`src/rtl/fifo_ctrl_pkg.sv`:
```
// Shared definitions for the FIFO controller: read-side FSM encoding and width helpers.
package fifo_ctrl_pkg;

  typedef enum logic [1:0] {
    ST_IDLE  = 2'd0,
    ST_REQ   = 2'd1,
    ST_READ  = 2'd2,
    ST_DRAIN = 2'd3
  } state_t;

  function automatic int clog2(input int value);
    int r;
    r = 0;
    while ((1 << r) < value) r++;
    return r;
  endfunction

  // Water levels carry one extra bit so a completely full FIFO is representable.
  function automatic int lvl_w(input int depth_width);
    return depth_width + 1;
  endfunction

endpackage

```
`src/rtl/rd_lat_pipe.sv`:
```
// Delays the FIFO read enable and its last-word tag by the FIFO read latency.
module rd_lat_pipe #(
  parameter int LAT = 1
) (
  input  logic clk,
  input  logic rst_n,
  input  logic i_vld,
  input  logic i_last,
  output logic o_vld,
  output logic o_last
);

  logic [LAT-1:0] r_vld_sr;
  logic [LAT-1:0] r_last_sr;

  always_ff @(posedge clk or negedge rst_n) begin
    if (!rst_n) begin
      r_vld_sr  <= '0;
      r_last_sr <= '0;
    end else begin
      r_vld_sr[0]  <= i_vld;
      r_last_sr[0] <= i_last;
      for (int i = 1; i < LAT; i++) begin
        r_vld_sr[i]  <= r_vld_sr[i-1];
        r_last_sr[i] <= r_last_sr[i-1];
      end
    end
  end

  assign o_vld  = r_vld_sr[LAT-1];
  assign o_last = r_last_sr[LAT-1];

endmodule

```
`src/rtl/fifo_burst_rd_ctrl.sv`:
```
// Read-domain burst scheduler: picks full or partial (timeout/flush) bursts, negotiates
// them with the consumer via req/ack, then streams exactly burst_len words under dst_ready.
module fifo_burst_rd_ctrl
  import fifo_ctrl_pkg::*;
#(
  parameter int RD_DEPTH_WIDTH = 9,
  parameter int BURST_LEN      = 64,
  parameter int TIMEOUT_CYC    = 1024,
  parameter int RD_LATENCY     = 1
) (
  input  logic                      clk,
  input  logic                      rst_n,
  input  logic                      enable,
  input  logic                      flush,
  input  logic [RD_DEPTH_WIDTH:0]   rd_water_level,
  input  logic                      rempty,
  output logic                      fifo_r_en,
  output logic                      burst_req,
  output logic [RD_DEPTH_WIDTH:0]   burst_len,
  input  logic                      burst_ack,
  input  logic                      dst_ready,
  output logic                      data_valid,
  output logic                      burst_last,
  output logic                      burst_done,
  output logic                      busy
);

  localparam int LVL_W  = lvl_w(RD_DEPTH_WIDTH);
  localparam int TO_W   = (clog2(TIMEOUT_CYC + 1) < 1) ? 1 : clog2(TIMEOUT_CYC + 1);
  localparam int DR_W   = (clog2(RD_LATENCY + 1) < 1) ? 1 : clog2(RD_LATENCY + 1);
  localparam logic [LVL_W-1:0] BURST_LEN_L = LVL_W'(BURST_LEN);
  localparam logic [TO_W-1:0]  TO_MAX      = TO_W'(TIMEOUT_CYC);
  localparam logic [TO_W-1:0]  TO_FIRE     = TO_W'((TIMEOUT_CYC > 0) ? TIMEOUT_CYC - 1 : 0);
  localparam logic [DR_W-1:0]  DR_END      = DR_W'(RD_LATENCY);

  state_t           r_state, w_state_nxt;
  logic [LVL_W-1:0] r_burst_len, w_burst_len_nxt;
  logic [LVL_W-1:0] r_rd_cnt;
  logic [TO_W-1:0]  r_to_cnt;
  logic [DR_W-1:0]  r_drain_cnt;
  logic             r_flush_pend;
  logic             w_idle_eval, w_lvl_nz, w_full, w_timeout, w_launch;
  logic             w_rd_ok, w_last_rd;

  assign w_idle_eval = (r_state == ST_IDLE) && enable;
  assign w_lvl_nz    = (rd_water_level != '0);
  assign w_full      = (rd_water_level >= BURST_LEN_L);
  assign w_timeout   = (TIMEOUT_CYC != 0) && (r_to_cnt == TO_FIRE);
  // A flush arriving this cycle counts immediately, not only once it has been latched.
  assign w_launch    = w_idle_eval &&
                       (w_full || (w_lvl_nz && (r_flush_pend || flush || w_timeout)));

  assign w_rd_ok   = (r_state == ST_READ) && dst_ready && !rempty && (r_rd_cnt < r_burst_len);
  assign w_last_rd = w_rd_ok && (r_rd_cnt == r_burst_len - 1'b1);

  always_comb begin
    w_state_nxt     = r_state;
    w_burst_len_nxt = r_burst_len;
    case (r_state)
      ST_IDLE: if (w_launch) begin
        w_state_nxt     = ST_REQ;
        w_burst_len_nxt = w_full ? BURST_LEN_L : rd_water_level;
      end
      ST_REQ:   if (burst_ack) w_state_nxt = ST_READ;
      ST_READ:  if (w_last_rd) w_state_nxt = ST_DRAIN;
      ST_DRAIN: if (r_drain_cnt == DR_END) w_state_nxt = ST_IDLE;
      default:  w_state_nxt = ST_IDLE;
    endcase
  end

  always_ff @(posedge clk or negedge rst_n) begin
    if (!rst_n) begin
      r_state     <= ST_IDLE;
      r_burst_len <= '0;
    end else begin
      r_state     <= w_state_nxt;
      r_burst_len <= w_burst_len_nxt;
    end
  end

  always_ff @(posedge clk or negedge rst_n) begin
    if (!rst_n) begin
      r_rd_cnt     <= '0;
      r_to_cnt     <= '0;
      r_drain_cnt  <= '0;
      r_flush_pend <= 1'b0;
    end else begin
      if (w_launch)     r_rd_cnt <= '0;
      else if (w_rd_ok) r_rd_cnt <= r_rd_cnt + 1'b1;

      if (w_idle_eval && w_lvl_nz && !w_full && !w_launch) begin
        if (r_to_cnt != TO_MAX) r_to_cnt <= r_to_cnt + 1'b1;
      end else begin
        r_to_cnt <= '0;
      end

      r_drain_cnt <= (r_state == ST_DRAIN) ? r_drain_cnt + 1'b1 : '0;

      // An empty FIFO at decision time makes a pending flush meaningless, so drop it.
      if (w_idle_eval && (w_launch || !w_lvl_nz)) r_flush_pend <= 1'b0;
      else if (flush)                             r_flush_pend <= 1'b1;
    end
  end

  rd_lat_pipe #(.LAT(RD_LATENCY)) u_lat_pipe (
    .clk    (clk),
    .rst_n  (rst_n),
    .i_vld  (w_rd_ok),
    .i_last (w_last_rd),
    .o_vld  (data_valid),
    .o_last (burst_last)
  );

  assign fifo_r_en  = w_rd_ok;
  assign burst_req  = (r_state == ST_REQ);
  assign burst_len  = r_burst_len;
  assign burst_done = (r_state == ST_DRAIN) && (r_drain_cnt == DR_END);
  assign busy       = (r_state != ST_IDLE);

endmodule

```
`config.mk`:
```
export PLATFORM = sky130hd
export DESIGN_NAME = fifo_burst_rd_ctrl
export DESIGN_NICKNAME = d
export VERILOG_FILES = /design/src/rtl/fifo_ctrl_pkg.sv /design/src/rtl/rd_lat_pipe.sv /design/src/rtl/fifo_burst_rd_ctrl.sv
export SDC_FILE = /design/constraint.sdc
export NUM_CORES = 1
export LEC_CHECK = 0
export BUFFER_PORTS_ARGS = -buffer_cell sky130_fd_sc_hd__buf_2
export CAP_MARGIN = 5
export CORE_MARGIN = 2
export CORE_UTILIZATION = 30
export DETAILED_ROUTE_END_ITERATION = 6
export GPL_ROUTABILITY_DRIVEN = 0
export PLACE_DENSITY = 0.54
export SYNTH_ARGS = -nofsm -noshare
export SYNTH_HDL_FRONTEND = slang
export SYNTH_HIERARCHICAL = 1
export SYNTH_SLANG_ARGS = --single-unit
```
`constraint.sdc`:
```
create_clock -name clk -period 3.06 [get_ports clk]
set_input_delay 0.918 -clock clk [delete_from_list [all_inputs] [get_ports clk]]
set_output_delay 0.918 -clock clk [all_outputs]
set_load 0.03 [all_outputs]
```
==> out/metrics.yaml <==
top_usage_layer: "met2"
cts-buffers-inserted: 5
dp_hpwl_um: 4380
required_ps: 2140
routedWlPerCell_um: 13.8
drt_iter0_drc: 90
drv_slew: 0
grt_start_max_net_pins: 38
hold_viol_final: 0
clk_pin_slew_worst_paths_ps: 80
synth_top_area_cell: "dfrtp_1"
synth.cell_area_mm2: 0.00244
port_buffers: 32
power_leakage_nw: 1.32
clock_latency_ps: 290
dp_cells: 409
global_route.usage.met3_pct: 2.17
synth_top_area_share_pct: 38.0
grt_pass1_vias: 1897
drive_above_1_share_pct: 22.1
htree_levels: 2
grt_pass1_wl_um: 9720
cts.sinks: 37
use_met1_pct: 20.1
instances_no_fill: 419
grt_use_total_pct: 14.1
fp.coreArea_mm2: 0.00781
syn_avg_cell_area_um2: 9.00
boundaryPins: 33
critPathArrivalTime_ps: 2030
core.rowCount: 32
sw_frac_of_total_pct: 39.0
fin_crit_ps: 2950
drc: 0
fillers: 807
die-area_mm2: 0.00887
tightest_slew_ps: 1170
dominantRegCellSynth: "dfrtp_1"
power_frac_comb_pct: 40.2
p_seq_share_pct: 33.8
start_kind: "flip-flop"
overflow: 0
whs_ps: 435
num_vias: 2036
fp.dieW_um: 94.2
layout_setup_ws_ps: 108
synth_nets: 307
yosysSeqAreaShare_pct: 38.0
syn_inst: 271
viasPerCell: 4.86
drv_cap: 0
yosysUniqueCellTypes: 48
p_sw_mw: 0.688
areaGrowthSynthToFinish_pct: 20.2
internal-power_mw: 1.07
clock.fmax_mhz: 339
cellPowerDensity_mw_per_mm2: 601
routed_wl_um: 5790
slowest_delay_ps: 470
yosys-top-cells-area: "dfrtp_1 38%, ha_1 9.7%, xnor2_1 5.4%, xor2_1 4.7%, nor2_1 4.6%"
status: "finished, final reports clean"
path_cells: "ha_1 > o211ai_1 > nor2_2 > a221oi_4 > nand2_2 > inv_1 > buf_4"
fin_nets: 352
met2_usage_pct: 21.9
clkPwrFrac_pct: 26.0
synth_edf_count: 0
cp_max_fo: 6
drt_pass1_iterations: 4
critPathKind: "flip-flop to primary output"
cts-root-buf: "clkbuf_8"
ctsLongestPathBuffers: 2
cts_hold_buf: 0
synth-seq-cells: 37
cts_tree: "yes"
diodes: 0
die_h_um: 94.2
pre_cts_ws_ps: 240
ir_drop_v: 0.000191
yosysWarnings: 6
final_cell_mix: "36 x dfrtp_1, 31 x buf_2, 29 x nor2_1"
antenna_found_initial: 0
hp-class: "flip-flop to flip-flop"
fin_worst_skew_ps: 4.89
synthArstFlopShare_pct: 100
setup_viol: 0
relSlewSlack_pct: 22.2
drtAntennaViolNets: 0
cp-end-kind: "primary output"
final_common_cell: "dfrtp_1"
start_util_pct: 31.2
slowest_stage: "dfrtp_1"
finalCritPeriodShare_pct: 96.5
## state kept, by name, indices dropped and copies added (netlist names)
register,cells
r_rd_cnt,10
r_drain_cnt,1
r_to_cnt,11
u_lat_pipe/o_vld,1
u_lat_pipe/o_last,1
r_flush_pend,1
r_state,2
burst_len,10
## layer usage
metal / vias to the layer above / routed length [µm]
met1: 956 / 2920
met5: - / 0
met2: 39 / 2600
met3: 6 / 178
li1: 1035 / -
met4: 0 / 83
## worst paths after layout
check                                        startpoint                         end  slack (ps)  cells past startpoint
min in group asynchronous                         rst_n  u_lat_pipe/o_vld$_DFF_PN0_         730                      1
worst min-delay path              r_drain_cnt$_DFF_PN0_       r_drain_cnt$_DFF_PN0_         430                      1
worst max-delay path            r_rd_cnt[7]$_DFFE_PN0P_                   fifo_r_en         110                      7
worst max register to register  r_to_cnt[0]$_DFFE_PN0P_    burst_len[6]$_DFFE_PN0P_         270                      6
worst min register to register    r_drain_cnt$_DFF_PN0_       r_drain_cnt$_DFF_PN0_         430                      1
max in group asynchronous                         rst_n    burst_len[6]$_DFFE_PN0P_        1730                      1
## through the flow
stage          setup TNS, ps  utilization (%)  power [mW]  area [µm²]
3_5_place_dp               0             35.6        1.31        2780
6_report                   0             37.5        1.76        2930
2_1_floorplan              0                -        1.10        2440
5_1_grt                -39.3             37.5        1.89        2930
3_3_place_gp               0             35.6        1.30        2780
4_1_cts                    0             37.2        1.77        2900
## power groups by stage
stage | sequential (mW) | clock (mW) | combinational, mW
after CTS | 0.594 | 0.471 | 0.707
after detailed placement | 0.603 | 0 | 0.706
after global routing | 0.603 | 0.490 | 0.797
after global placement | 0.603 | 0 | 0.692
after floorplan | 0.635 | 0 | 0.468
final | 0.595 | 0.458 | 0.708
## kinds of logic (layout without fill, tap and decap cells)
kind of cell / after synthesis / in the layout / share of synthesized area (%)
buf+inv: 27 / 73 / 4.31
flops: 37 / 37 / 38.0
mux: 1 / 1 / 0.462
compound gates: 40 / 40 / 11.4
xor+xnor: 29 / 29 / 10.7
simple gates: 118 / 118 / 25.4
fa+ha+maj: 19 / 19 / 9.75
## cell usage after synthesis (all sizes together), types with 3 or more instances
| cell type | n |
|---|---|
| nor2b | 4 |
| ha | 19 |
| dfrtp | 37 |
| inv | 21 |
| nand4 | 9 |
| a21oi | 9 |
| nand3 | 16 |
| and3 | 3 |
| nor2 | 32 |
| o21ai | 12 |
| and2 | 3 |
| clkbuf | 3 |
| xor2 | 13 |
| xnor2 | 16 |
| nand2 | 26 |
| buf | 3 |
| nor4 | 5 |
| nor3 | 7 |
| or3 | 3 |
## worst max-delay path, delay by kind of cell (launching register included)
family                     cells  cell delay, ps
AOI/OAI and AO/OA              2             490
adders and majority gates      1             320
buffers and inverters          2             250
DFF                            1             470
and+or+nand+nor                2             210
## area by class of cell
class	instances	area, µm²	area share, %
multi-input combinational	207	1420	48.6
sequential	37	927	31.6
timing repair buffer	44	253	8.63
tap	102	128	4.36
clock buffer	6	82.6	2.82
inverter	21	78.8	2.69
clock inverter	2	37.5	1.28
## timing repair
action	CTS	global route
gates resized for setup	0	6
buffers inserted	0	2
setup endpoints to repair	0	1
No activity file was read; power rests on OpenSTA's default activity.
